### src/rtl/dac_spi_multi_out.sv
// ============================================================================
// dac_spi_multi_out
//
// Multi-channel SPI transmitter for serial DACs. A single i_Send handshake
// latches one word per channel. Each channel is then sent as its own
// chip-select frame, MSB first, with channel 0 first. Between frames,
// chip-select is held high for a fixed number of system clocks.
//
// Optional feature (macro DAC_SPI_LDAC_EN):
//   When the macro is defined, an o_LDAC_n strobe is added. It pulses low
//   for 2*CLOCK_COUNT clocks after the last channel's gap, so that all DAC
//   outputs update together. When the macro is undefined, the port and the
//   LDAC state do not exist.
//
// Parameters:
//   DATA_WIDTH    bits per SPI frame (>= 2)
//   CHANNELS      frames sent per accepted i_Send (>= 1)
//   CLOCK_COUNT   system clocks per SPI clock half-period (>= 1)
//   CS_HIGH_COUNT system clocks o_SPI_CS stays high after each frame (>= 1)
//   CPOL          idle level of o_SPI_Clock
//
// Ports:
//   i_Clock      system clock, rising edge
//   i_Reset_n    asynchronous active-low reset
//   i_Data       channel n in bits [n*DATA_WIDTH +: DATA_WIDTH]
//   i_Send       transfer request, accepted only while o_Ready=1
//   o_Ready      1 = idle, able to accept i_Send
//   o_SPI_CS     active-low chip select
//   o_SPI_Clock  SPI clock
//   o_SPI_Data   SPI data, MSB first
//   o_Channel    index of the channel being sent, 0 when idle
//   o_LDAC_n     (DAC_SPI_LDAC_EN only) active-low load-DAC strobe
// ============================================================================
module dac_spi_multi_out #(
    parameter int DATA_WIDTH    = 24,
    parameter int CHANNELS      = 2,
    parameter int CLOCK_COUNT   = 10,
    parameter int CS_HIGH_COUNT = 2,
    parameter bit CPOL          = 1'b1
) (
    input  logic                                               i_Clock,
    input  logic                                               i_Reset_n,
    input  logic [CHANNELS*DATA_WIDTH-1:0]                     i_Data,
    input  logic                                               i_Send,
    output logic                                               o_Ready,
    output logic                                               o_SPI_CS,
    output logic                                               o_SPI_Clock,
    output logic                                               o_SPI_Data,
    output logic [((CHANNELS > 1) ? $clog2(CHANNELS) : 1)-1:0] o_Channel
`ifdef DAC_SPI_LDAC_EN
    ,
    output logic                                               o_LDAC_n
`endif
);

    localparam int CH_W  = (CHANNELS > 1) ? $clog2(CHANNELS) : 1;
    localparam int BIT_W = $clog2(DATA_WIDTH);
    localparam int DIV_W = $clog2(2 * CLOCK_COUNT);
    localparam int GAP_W = (CS_HIGH_COUNT > 1) ? $clog2(CS_HIGH_COUNT) : 1;

    localparam logic [DIV_W-1:0] DIV_HALF = DIV_W'(CLOCK_COUNT - 1);
    localparam logic [DIV_W-1:0] DIV_LAST = DIV_W'(2 * CLOCK_COUNT - 1);
    localparam logic [BIT_W-1:0] BIT_LAST = BIT_W'(DATA_WIDTH - 1);
    localparam logic [GAP_W-1:0] GAP_LAST = GAP_W'(CS_HIGH_COUNT - 1);
    localparam logic [CH_W-1:0]  CH_LAST  = CH_W'(CHANNELS - 1);

    typedef enum logic [1:0] {
        ST_IDLE,
        ST_SHIFT,
        ST_GAP
`ifdef DAC_SPI_LDAC_EN
        ,
        ST_LDAC
`endif
    } state_t;

    state_t                         state;
    logic [BIT_W-1:0]               bit_cnt;
    logic [DIV_W-1:0]               div_cnt;
    logic [GAP_W-1:0]               gap_cnt;
    // Word of the current frame; bit DATA_WIDTH-1 is always the bit on the wire.
    logic [DATA_WIDTH-1:0]          shift_reg;
    // Channels not yet sent. The next channel is always in the low word.
    logic [CHANNELS*DATA_WIDTH-1:0] pending;

    always_ff @(posedge i_Clock or negedge i_Reset_n) begin
        if (!i_Reset_n) begin
            state       <= ST_IDLE;
            o_Ready     <= 1'b1;
            o_SPI_CS    <= 1'b1;
            o_SPI_Clock <= CPOL;
            o_SPI_Data  <= 1'b0;
            o_Channel   <= '0;
            bit_cnt     <= '0;
            div_cnt     <= '0;
            gap_cnt     <= '0;
            // NOTE: the data registers are cleared as well, so nothing left
            // over from an aborted transfer can appear on the pins.
            shift_reg   <= '0;
            pending     <= '0;
`ifdef DAC_SPI_LDAC_EN
            o_LDAC_n    <= 1'b1;
`endif
        end else begin
            // NOTE: every state register uses non-blocking assignment. This
            // lets each branch read the values from before this edge.
            case (state)
                ST_IDLE: begin
                    if (i_Send) begin
                        shift_reg   <= i_Data[DATA_WIDTH-1:0];
                        pending     <= i_Data >> DATA_WIDTH;
                        o_SPI_Data  <= i_Data[DATA_WIDTH-1];
                        o_Ready     <= 1'b0;
                        o_SPI_CS    <= 1'b0;
                        o_SPI_Clock <= CPOL;
                        o_Channel   <= '0;
                        bit_cnt     <= '0;
                        div_cnt     <= '0;
                        state       <= ST_SHIFT;
                    end
                end

                ST_SHIFT: begin
                    if (div_cnt == DIV_LAST) begin
                        // Bit boundary. Returning SCLK to idle is the DAC's
                        // sampling edge for the bit that just ended.
                        div_cnt     <= '0;
                        o_SPI_Clock <= CPOL;
                        if (bit_cnt == BIT_LAST) begin
                            o_SPI_CS   <= 1'b1;
                            o_SPI_Data <= 1'b0;
                            bit_cnt    <= '0;
                            gap_cnt    <= '0;
                            state      <= ST_GAP;
                        end else begin
                            bit_cnt    <= bit_cnt + 1'b1;
                            shift_reg  <= shift_reg << 1;
                            o_SPI_Data <= shift_reg[DATA_WIDTH-2];
                        end
                    end else begin
                        div_cnt <= div_cnt + 1'b1;
                        if (div_cnt == DIV_HALF) begin
                            o_SPI_Clock <= ~CPOL;
                        end
                    end
                end

                ST_GAP: begin
                    if (gap_cnt == GAP_LAST) begin
                        gap_cnt <= '0;
                        if (o_Channel == CH_LAST) begin
                            o_Channel <= '0;
`ifdef DAC_SPI_LDAC_EN
                            o_LDAC_n  <= 1'b0;
                            div_cnt   <= '0;
                            state     <= ST_LDAC;
`else
                            o_Ready   <= 1'b1;
                            state     <= ST_IDLE;
`endif
                        end else begin
                            o_Channel  <= o_Channel + 1'b1;
                            shift_reg  <= pending[DATA_WIDTH-1:0];
                            pending    <= pending >> DATA_WIDTH;
                            o_SPI_Data <= pending[DATA_WIDTH-1];
                            o_SPI_CS   <= 1'b0;
                            bit_cnt    <= '0;
                            div_cnt    <= '0;
                            state      <= ST_SHIFT;
                        end
                    end else begin
                        gap_cnt <= gap_cnt + 1'b1;
                    end
                end

`ifdef DAC_SPI_LDAC_EN
                ST_LDAC: begin
                    if (div_cnt == DIV_LAST) begin
                        div_cnt  <= '0;
                        o_LDAC_n <= 1'b1;
                        o_Ready  <= 1'b1;
                        state    <= ST_IDLE;
                    end else begin
                        div_cnt <= div_cnt + 1'b1;
                    end
                end
`endif

                default: begin
                    state <= ST_IDLE;
                end
            endcase
        end
    end

endmodule

### config.mk
export PLATFORM = sky130hd
export DESIGN_NAME = dac_spi_multi_out
export DESIGN_NICKNAME = d
export VERILOG_FILES = /design/src/rtl/dac_spi_multi_out.sv
export SDC_FILE = /design/constraint.sdc
export NUM_CORES = 1
export LEC_CHECK = 0
export ABC_AREA = 1
export CORE_MARGIN = 8
export CORE_UTILIZATION = 58
export DETAILED_ROUTE_END_ITERATION = 16
export PLACE_DENSITY_LB_ADDON = 0.05
export SLEW_MARGIN = 20
export SYNTH_ARGS = -nofsm -noshare
export SYNTH_HDL_FRONTEND = slang
export SYNTH_SLANG_ARGS = --single-unit
### constraint.sdc
create_clock -name i_Clock -period 2.4 [get_ports i_Clock]
set_input_delay 0.24 -clock i_Clock [delete_from_list [all_inputs] [get_ports i_Clock]]
set_output_delay 0.24 -clock i_Clock [all_outputs]
set_load 0.03 [all_outputs]
==> reports/metrics.cfg <==
[clock_network]
root_buffer = clkbuf_8
h-tree-depth = 3
cts_buffer_depth = 2
cts_inserted_buffers = 9
clkTransAtPathRegs_ns = 0.08
clk_latency_ns = 0.34
cts_resized = 0
clock_sinks = 65
cts_tree = yes

[timing]
relSlewSlack = 0.5184
finalMaxSlewViolations = 0
fin_crit_sh = 0.8233
clock_skew_ns = 0.009730
hold_viol = 0
setup_ws_ns = 0.4240
setup_viol = 0
worstMarginPinSlew_ns = 0.7224
finalSetupTns_ns = 0
fin_crit_ns = 1.976
fmax_mhz = 506.1
rsz0062_at_grt = no

[power]
powerDensity_nw_per_um2 = 1300
finalPower_uw = 5632
p_sw_uw = 2621
internal_power_uw = 3011
p_seq_frac = 0.327
p_leak_uw = 0.002173
pwr-share-clk = 0.164
irDropWorstVdd_mv = 0.7523
sw_frac_of_total = 0.4654
power_frac_comb = 0.508

[floorplan]
start_util = 0.5998
std_cell_rows = 28
die_h_um = 94.48
core_area_um2 = 5956
die-area_um2 = 8926
io_pins = 56
die_w_um = 94.48

[place]
pre_cts_slack_ns = 0.4816
dpl_cell_area_um2 = 4131
place_hpwl_um = 5909
placement.io_buffers = 55
dp_cells = 573
place.gp.congestion = 0.7786

[global_routing]
grt-ovfl-total = 0
grt_pass1_vias = 3224
grt_max_degree = 36
grt_pass1_wl_um = 15170
antenna_found_initial = 0
grtUsageTotal = 0.2119

[synth]
synth_cell_types = 26
synth_top_cell_area_share = 0.4343
ys_seq_elements = 65
synth.avg_cell_area_um2 = 7.732
synth.area.top_cells = dfrtp_1, nand2_1, nand3_1, nand4_1, ha_1
yosysSeqAreaShare = 0.4564
yosysTopAreaCell = dfrtp_1
syn-num-nets = 521
syn-cell-area_um2 = 3572
synth_cells = 462
yosys_warnings = 0

[critical_path]
required_ns = 2.67
rr_worst_depth = 9
worstPathMaxFanout = 23
max_stage_delay_ns = 0.42
cp_num_buf_inv = 3
startpoint_type = flip-flop
crit_chain = inv_1 -> ha_1 -> buf_4 -> nand2_4 -> nand2_4 -> nor2_8 -> buf_4 -> nand4_1 -> nand2_1
cp-end-kind = flip-flop
crit_type = flip-flop to flip-flop
critPathTopFamily = simple AND/OR/NAND/NOR gates
rr_startpoint = state[0]
worst_ep_arrival_time_ns = 2.25
reg2reg_slack_ns = 0.42
r2r_end = shift_reg[6]
crit_slowest_cell = dfrtp_1

[route]
drt_iter0_markers = 262
first_pass_iters = 5
wl_um = 8754
viasPerCell = 5.680
vias = 3351
wire_per_inst_um = 14.84
antenna_left = 0
drc = 0

[worst_hold_path]
min_path_type = primary input to flip-flop
hold_start = i_Data[40]
min_to = pending[16]
min_path_cells = 3

[final_layout]
largest_reg_flops = 24
drive_gt1_frac = 0.07961
antenna_cells = 0
nFillCells = 495
nets = 569
instances_no_fill = 590
area_growth_pct = 21.23
final_cell_area_um2 = 4330

[status]
status = finished, final reports clean

[run]
cap_violations = 0

[kinds of logic after synthesis]
kind of cell,count (synthesis),share of synthesized area
compound gates,14,0.02347
xor+xnor,1,0.002452
fa+ha+maj,8,0.02802
buf+inv,51,0.07110
flops,65,0.4564
mux,1,0.002802
simple gates,322,0.4158
[synthesized netlist by cell type (all sizes together)]
| master | instances |
|---|---|
| a21oi | 7 |
| nand2 | 171 |
| o21a | 1 |
| dfrtp | 62 |
| nand3 | 104 |
| mux2i | 1 |
| clkbuf | 6 |
| xor2 | 1 |
| inv | 21 |
| o21ai | 6 |
| nor2 | 17 |
| buf | 24 |
| dfstp | 3 |
| ha | 8 |
| nand4 | 30 |
[how the worst max path moves through the flow]
stage,start,to,cells after the start
final,state[0],shift_reg[6],9
after global routing,state[0],shift_reg[7],9
after CTS,state[0],shift_reg[6],9
after detailed placement,state[0],shift_reg[6],9
after global placement,state[0],shift_reg[13],9
after floorplan,state[0],shift_reg[22],10
[placed cells by master (no fill, tap or decap), types with 8 or more instances in the layout]
cell	n
nand3_1	103
nand4_1	30
nor2_1	15
nand2_1	163
dfrtp_1	62
ha_1	8
buf_4	10
inv_1	20
clkbuf_8	10
clkdlybuf4s50_1	54
[layer usage]
| layer | share of wire | track usage | up-vias |
|---|---|---|---|
| met5 | 0 | 0 | - |
| met4 | 0.016 | 0.07932 | 0 |
| met3 | 0.064 | 0.05238 | 15 |
| met2 | 0.49 | 0.3384 | 124 |
| met1 | 0.43 | 0.2722 | 1581 |
| li1 | - | - | 1631 |
[power by group through the flow]
stage / clock, uW / sequential, uW / combinational, uW
after floorplan: 0 / 1820 / 2270
after global placement: 0 / 1840 / 2780
after detailed placement: 0 / 1850 / 2850
after CTS: 934 / 1840 / 2870
after global routing: 991 / 1890 / 3250
final: 926 / 1840 / 2860
[layout make-up]
type	count	area [um2]	area share
Inverter	21	78.83	0.01820
Multi-Input combinational cell	346	1688	0.3898
Sequential cell	65	1630	0.3765
Clock inverter	3	40.04	0.009246
Timing Repair Buffer	67	650.6	0.1502
Tap cell	75	93.84	0.02167
Clock buffer	13	148.9	0.03438
[per-stage QoR]
| step | utilization | hold WS (ns) |
|---|---|---|
| floorplan | - | -0.05559 |
| global placement | 0.6937 | 0.3361 |
| detailed placement | 0.6937 | 0.3304 |
| CTS | 0.7271 | 0.4493 |
| global route | 0.7271 | 0.4525 |
| finish | 0.7271 | 0.4561 |
[worst min-delay path, stage by stage]
cell             delay (ns)
clkdlybuf4s50_1        0.39
nand3_1                0.07
nand2_1                0.05
[repair_timing]
| item | in CTS | in global routing |
|---|---|---|
| endpoints found under the hold margin | 29 | 0 |
| buffers inserted | 0 | 0 |
| hold buffers | 1 | 0 |
No activity file was read; power rests on OpenSTA's default activity.
